File: src/rtl/tri_edge_sequencer.sv
// tri_edge_sequencer: issues the three edges of a triangle to a line drawer, one start/done handshake per edge
//   clk, rst_n                  clock, asynchronous active-low reset
//   tri_valid/tri_ready         triangle handshake, vertices tri_x0..2 / tri_y0..2
//   ld_start                    one-cycle start pulse per issued edge
//   ld_x0/ld_y0 -> ld_x1/ld_y1  edge endpoints, held until ld_done
//   ld_done                     drawer completion pulse
//   busy, tri_done              triangle in flight, one-cycle completion pulse
//   TRI_EDGE_CULL_EN            when defined, edges lying wholly off-screen are skipped
module tri_edge_sequencer #(
  parameter int X_WIDTH  = 11,
  parameter int Y_WIDTH  = 11,
  parameter int SCREEN_W = 640,
  parameter int SCREEN_H = 480
) (
  input  logic               clk,
  input  logic               rst_n,
  input  logic               tri_valid,
  output logic               tri_ready,
  input  logic [X_WIDTH-1:0] tri_x0,
  input  logic [X_WIDTH-1:0] tri_x1,
  input  logic [X_WIDTH-1:0] tri_x2,
  input  logic [Y_WIDTH-1:0] tri_y0,
  input  logic [Y_WIDTH-1:0] tri_y1,
  input  logic [Y_WIDTH-1:0] tri_y2,
  output logic               ld_start,
  output logic [X_WIDTH-1:0] ld_x0,
  output logic [X_WIDTH-1:0] ld_x1,
  output logic [Y_WIDTH-1:0] ld_y0,
  output logic [Y_WIDTH-1:0] ld_y1,
  input  logic               ld_done,
  output logic               busy,
  output logic               tri_done
);
  typedef enum logic [1:0] {IDLE, ISSUE, WAIT, DONE} state_t;
  state_t state;
  logic [1:0] idx;
  logic [X_WIDTH-1:0] vx0, vx1, vx2, ex0, ex1;
  logic [Y_WIDTH-1:0] vy0, vy1, vy2, ey0, ey1;
  logic cull_n;
  // endpoints of the edge about to be issued: edge 0 straight from the inputs, later edges from the latched vertices
  always_comb begin
    ex0 = state == IDLE ? tri_x0 : idx == 2'd0 ? vx1 : vx2;
    ey0 = state == IDLE ? tri_y0 : idx == 2'd0 ? vy1 : vy2;
    ex1 = state == IDLE ? tri_x1 : idx == 2'd0 ? vx2 : vx0;
    ey1 = state == IDLE ? tri_y1 : idx == 2'd0 ? vy2 : vy0;
  end
`ifdef TRI_EDGE_CULL_EN
  assign cull_n = (ex0 >= X_WIDTH'(SCREEN_W) && ex1 >= X_WIDTH'(SCREEN_W)) ||
                  (ey0 >= Y_WIDTH'(SCREEN_H) && ey1 >= Y_WIDTH'(SCREEN_H));
`else
  logic unused_screen;
  assign cull_n = 1'b0;
  assign unused_screen = ^{SCREEN_W, SCREEN_H};
`endif
  // ld_start is loaded as !cull on entry to ISSUE, so a low ld_start in ISSUE marks a culled edge
  always_ff @(posedge clk or negedge rst_n) begin
    if (!rst_n) begin
      state     <= IDLE;
      idx       <= 2'd0;
      {vx0, vx1, vx2, vy0, vy1, vy2} <= '0;
      {ld_x0, ld_y0, ld_x1, ld_y1}   <= '0;
      ld_start  <= 1'b0;
      tri_ready <= 1'b1;
      busy      <= 1'b0;
      tri_done  <= 1'b0;
    end else begin
      case (state)
        IDLE: if (tri_valid && tri_ready) begin
          {vx0, vx1, vx2, vy0, vy1, vy2} <= {tri_x0, tri_x1, tri_x2, tri_y0, tri_y1, tri_y2};
          {ld_x0, ld_y0, ld_x1, ld_y1}   <= {ex0, ey0, ex1, ey1};
          ld_start  <= !cull_n;
          idx       <= 2'd0;
          tri_ready <= 1'b0;
          busy      <= 1'b1;
          state     <= ISSUE;
        end
        ISSUE: if (ld_start) begin
          ld_start <= 1'b0;
          state    <= WAIT;
        end else if (idx == 2'd2) begin
          tri_done <= 1'b1;
          state    <= DONE;
        end else begin
          {ld_x0, ld_y0, ld_x1, ld_y1} <= {ex0, ey0, ex1, ey1};
          ld_start <= !cull_n;
          idx      <= idx + 2'd1;
        end
        WAIT: if (ld_done) begin
          if (idx == 2'd2) begin
            tri_done <= 1'b1;
            state    <= DONE;
          end else begin
            {ld_x0, ld_y0, ld_x1, ld_y1} <= {ex0, ey0, ex1, ey1};
            ld_start <= !cull_n;
            idx      <= idx + 2'd1;
            state    <= ISSUE;
          end
        end
        DONE: begin
          tri_done  <= 1'b0;
          tri_ready <= 1'b1;
          busy      <= 1'b0;
          state     <= IDLE;
        end
        default: state <= IDLE;
      endcase
    end
  end
endmodule
File: config.mk
export PLATFORM = sky130hd
export DESIGN_NAME = tri_edge_sequencer
export DESIGN_NICKNAME = d
export VERILOG_FILES = /design/src/rtl/tri_edge_sequencer.sv
export SDC_FILE = /design/constraint.sdc
export NUM_CORES = 1
export LEC_CHECK = 0
export CAP_MARGIN = 20
export CORE_MARGIN = 1.5
export CORE_UTILIZATION = 31
export CTS_BUF_LIST = sky130_fd_sc_hd__clkbuf_4
export DETAILED_ROUTE_END_ITERATION = 6
export PLACE_DENSITY = 0.51
export RECOVER_POWER = 100
export REMOVE_ABC_BUFFERS = 1
export SYNTH_ARGS = -nofsm -noshare
export SYNTH_HDL_FRONTEND = slang
export SYNTH_SLANG_ARGS = --single-unit
export TNS_END_PERCENT = 20
File: constraint.sdc
create_clock -name clk -period 2.9 [get_ports clk]
set_input_delay 0.58 -clock clk [delete_from_list [all_inputs] [get_ports clk]]
set_output_delay 0.58 -clock clk [all_outputs]
set_load 0.01 [all_outputs]
# == After elaboration in Yosys (flattened, before gate mapping) ==
# Cells that the tools add are included.
# Widths: inputs -> output; s select.
# totals
wordCells,90
output_inout_bits,48
regBits,118
in_bits,70
# classes
n_reduce_logical,12
mux,52
add_sub_neg,1
n_eq_ne,9
# ops
op,n
$mux 11,24
$pmux 11 s3,4
$mux 2,9
$mux 1,9
$pmux 2 s4,1
$reduce_and 4->1,2
$eq 2x2->1 const B,3
$ne 2x2->1 const B,3
$pmux 1 s3,2
$pmux 2 s3,1
$reduce_and 3->1,2
$reduce_bool 3->1,2
$logic_not 2->1,2
$pmux 1 s2,2
$reduce_and 2->1,2
$ne 3x3->1 const B,1
$add 2x1->2 const B,1
$eq 2x1->1 const B,1
$ne 2x1->1 const B,1
$reduce_bool 2->1,1
$logic_and 1x1->1,1

# == Longest topological paths before layout ==
# depth
ltp_word,6
ltp_mapped,8

# == Least setup slack after synthesis ==
# No wires, ideal clock.
# synth_path
path_kind,register to register
from,register state[0]
to,register ld_x0[0]
period_less_slack_ns,1.643
t_required_ns,2.768
n_path_buf,2
slack_ns,1.257
path_stages_with_launch,9
arrival_ns,1.511
cell_sequence,dfrtp_1 -> inv_1 -> ha_1 -> a22oi_1 -> nand4_1 -> buf_4 -> buf_2 -> nand2_1 -> o21ai_1
# synth_between
elab_chain_cells,5
word_cells_on_any_way,14
classes_between,eq/ne: 5; mux: 6; reduce/logical: 3
# synth_lines
item,line_no,rtl
from (decl),35,state_t state;
from (signal assigned),58,state <= IDLE;
from (signal assigned),75,state <= ISSUE;
from (signal assigned),79,state <= WAIT;
$logic_not 2->1,"42, 67",
$mux 11,42,ex0 = state == IDLE ? tri_x0 : idx == 2'd0 ? vx1 : vx2;
$mux 11,"80, 89",
$mux 11 (on tied branches),"88, 77",
$pmux 11 s3,67,case (state)
to (signal assigned),70,"{ld_x0, ld_y0, ld_x1, ld_y1} <= {ex0, ey0, ex1, ey1};"
to (signal assigned),84,"{ld_x0, ld_y0, ld_x1, ld_y1} <= {ex0, ey0, ex1, ey1};"
to (signal assigned),93,"{ld_x0, ld_y0, ld_x1, ld_y1} <= {ex0, ey0, ex1, ey1};"
to (decl),26,"output logic [X_WIDTH-1:0] ld_x0,"
# Several ways; a longest one is shown, not always the timed one. The select of a mux whose other input is x is not followed.
# A chain may end at the register's enable or synchronous reset.

# == Worst setup path in the final report ==
# layout_path
from,register state[0]
to,register state[1]
# layout_between
elab_chain_cells,3
word_cells_on_any_way,9
classes_between,eq/ne: 6; mux: 1; reduce/logical: 2
# layout_lines
item,line_no
$eq 2x1->1 (tied with other cells),67
$ne 3x3->1 (no line) (tied with other cells),--
$reduce_and 3->1 (no line),--
# Several ways; a longest one is shown, not always the timed one.

==> impl_metrics.yaml <==
setup_path:
  cp_slowest_stage_delay_ns: 0.83
  r2r_cells: 6
  r2r_slack_ns: 0.52
  critPathBufInv: 2
  slowest_stage: "clkbuf_2"
  path_cells: "inv_1 > ha_1 > clkbuf_2 > a21oi_1 > o21a_1 > a22o_1"
  path_class: "reg2reg"
  crit_required_ns: 3.31
  r2r-start: "state[0]"
  worstPathArrival_ns: 2.79
  path_max_fanout: 52
  start_kind: "register"
  worst_setup_path_end_kind: "register"
  r2r_end: "state[1]"
  critPathTopFamily: "buffers and inverters"
  endpoint: "state[1]"
  crit_path_start: "state[0]"
  worstSetupPathDepth: 6
synth:
  syn_area_um2: 5410
  yosysSeqAreaShare_pct: 54.6
  synth_edf_count: 0
  async_flop_share_pct: 100
  synth_area_leaders: "dfrtp_1, mux2_1, mux2i_1"
  synthCells: 486
  yosysTopAreaCell: "dfrtp_1"
  ys_types: 28
  synth_common_cells: "dfrtp_1, nand2_1, a21oi_1, nor2_1, o21ai_1"
  syn_avg_cell_area_um2: 11.1
  synth_top_area_share_pct: 54.1
  ys.flop_type: "dfrtp_1"
  synth_warnings: 0
  synth_seq_cells: 118
  synth_most_common_cell: "dfrtp_1"
cells_and_area:
  area_delta_synth_final_pct: 29.6
  layout-drive-gt1-share_pct: 10.6
  diodes: 0
  fin_cells: 836
  fin_nets: 674
  fill_cells: 1741
cts:
  clock_latency_ns: 0.53
  ctsRootBufferMaster: "clkbuf_4"
  ctsHtreeMaxLevel: 4
  cts_sinks: 118
  numCtsBuffers: 17
  ctsHoldBuffers: 0
  clk_pin_slew_ns: 0.11
  post_cts_buffers: 0
  cts_buffer_depth: 2
  ctsResizeCount: 0
  tritoncts: "done"
timing:
  period_needed_ns: 2.38
  whs_ns: 0.309
  setup_slack_ns: 0.522
  rsz0062_at_grt: "no"
  finalCritPeriodShare_pct: 82.0
  fin_skew_ns: 0.0200
  drv_slew: 0
  finalHoldViolCount: 0
  tightest_slew_ns: 1.29
  relSlewSlack_pct: 14.1
  setup_viol: 0
  max_freq_mhz: 421
job:
  cap_violations: 0
placed_design:
  dp.cells: 804
  place.gp.congestion: 0.781
  dpl_worst_slack_ns: 0.611
  portBuffers: 117
  dpl.hpwl_um: 8360
grt:
  grt_pass1_wl_um: 19600
  grt_max_degree: 93
  grt_overflow_total: 0
  grt_pass1_vias: 3891
  track_usage_pct: 14.1
  antenna_found_initial: 0
floorplanning:
  core_area_um2: 17200
  boundaryPins: 118
  die_h_um: 135
  start_util_pct: 31.5
  floorplan.rows: 48
  die_area_um2: 18200
  die_w_um: 135
power_and_ir_drop:
  p_total_uw: 7470
  ir_worst_vdd_uv: 923
  power.density_nw_per_um2: 1070
  leakagePower_uw: 0.00321
routing:
  vias_per_cell: 4.62
  routedWlPerCell_um: 14.6
  wirelength_um: 12200
  drcViolationCount: 0
  num_vias: 3866
  drtPass1Iterations: 4
  drt-initial-drc-count: 74
  antenna_left: 0
run_status:
  outcome: "complete, no violations"
worst_hold_path:
  min_path_type: "in2async"
==> state kept, by name, indices dropped and copies added, names as in the netlist <==
signal,flops
vx1,11
tri_done,1
vy1,11
ld_y1,11
busy,1
vy2,11
ld_x1,11
ld_start,1
vx2,11
idx,2
ld_y0,11
tri_ready,1
vy0,11
ld_x0,11
vx0,11
state,2
==> layout make-up <==
type / count / area, um^2 / share of cell area (%)
flip-flops and latches: 118 / 2950 / 42.2
inverters: 6 / 22.5 / 0.321
multi-input cells: 330 / 2270 / 32.4
repair buffers: 125 / 1240 / 17.7
clock inverters: 8 / 61.3 / 0.875
well taps: 225 / 282 / 4.02
clock buffers: 24 / 180 / 2.57
==> routing by layer <==
metal / up-vias / GRT usage, % / wire length [um]
met1: 1830 / 17.7 / 5680
met3: 21 / 4.43 / 631
met4: 0 / 6.15 / 225
met5: - / 0 / 0
met2: 94 / 22.5 / 5680
li1: 1921 / - / -
==> kinds of logic (layout without fill, tap and decap cells) <==
logic type	Yosys count	in the layout	share of synthesized area, %
flops	118	118	54.6
mux	110	110	21.9
compound gates	108	108	10.5
simple gates	106	106	7.73
buf+inv	38	163	3.84
fa+ha+maj	6	6	1.39
==> cell usage in the layout, fill, tap and decap left out, types with 2 or more instances in the layout <==
| cell type | netlist | layout |
|---|---|---|
| a22o_1 | 2 | 2 |
| mux2_2 | 26 | 26 |
| o22a_1 | 2 | 2 |
| clkdlybuf4s50_1 | 0 | 69 |
| dfrtp_1 | 117 | 117 |
| clkbuf_2 | 0 | 5 |
| o21ai_0 | 4 | 49 |
| mux2i_1 | 44 | 44 |
| buf_12 | 0 | 2 |
| ha_1 | 6 | 5 |
| mux2_1 | 40 | 40 |
| nand2_1 | 50 | 50 |
| nor2_1 | 47 | 47 |
| clkbuf_4 | 0 | 25 |
| dlygate4sd3_1 | 0 | 47 |
| a21oi_1 | 49 | 49 |
| nand2b_1 | 2 | 2 |
| clkinv_1 | 0 | 3 |
| inv_1 | 6 | 6 |
| clkinv_2 | 0 | 4 |
| nor2b_1 | 4 | 4 |
==> stage by stage <==
stage / TNS (ns) / area, um^2 / util (%)
floorplan: -246.24 / 5220 / -
global placement: 0 / 6830 / 39.8
detailed placement: 0 / 6830 / 39.8
CTS: 0 / 7070 / 41.2
global route: 0 / 7010 / 40.8
finish: 0 / 7010 / 40.8
==> worst min-delay path by stage <==
stage	end	slack (ns)	cells after the start
6_report	ld_x1[7]	0.31	1
3_3_place_gp	ld_x0[3]	0.47	2
5_1_grt	ld_x1[7]	0.36	1
4_1_cts	ld_x1[7]	0.02	1
2_1_floorplan	busy	0.28	0
3_5_place_dp	ld_x1[2]	0.48	2
==> power breakdown <==
| group | leakage, uW | switching, uW | internal, uW | total [uW] |
|---|---|---|---|---|
| sequential | 0.00145 | 441 | 2450 | 2890 |
| clock | 0.000145 | 579 | 478 | 1060 |
| combinational | 0.00161 | 1870 | 1650 | 3520 |
| total | 0.00321 | 2890 | 4580 | 7470 |
(Power assumes the default switching activity.)
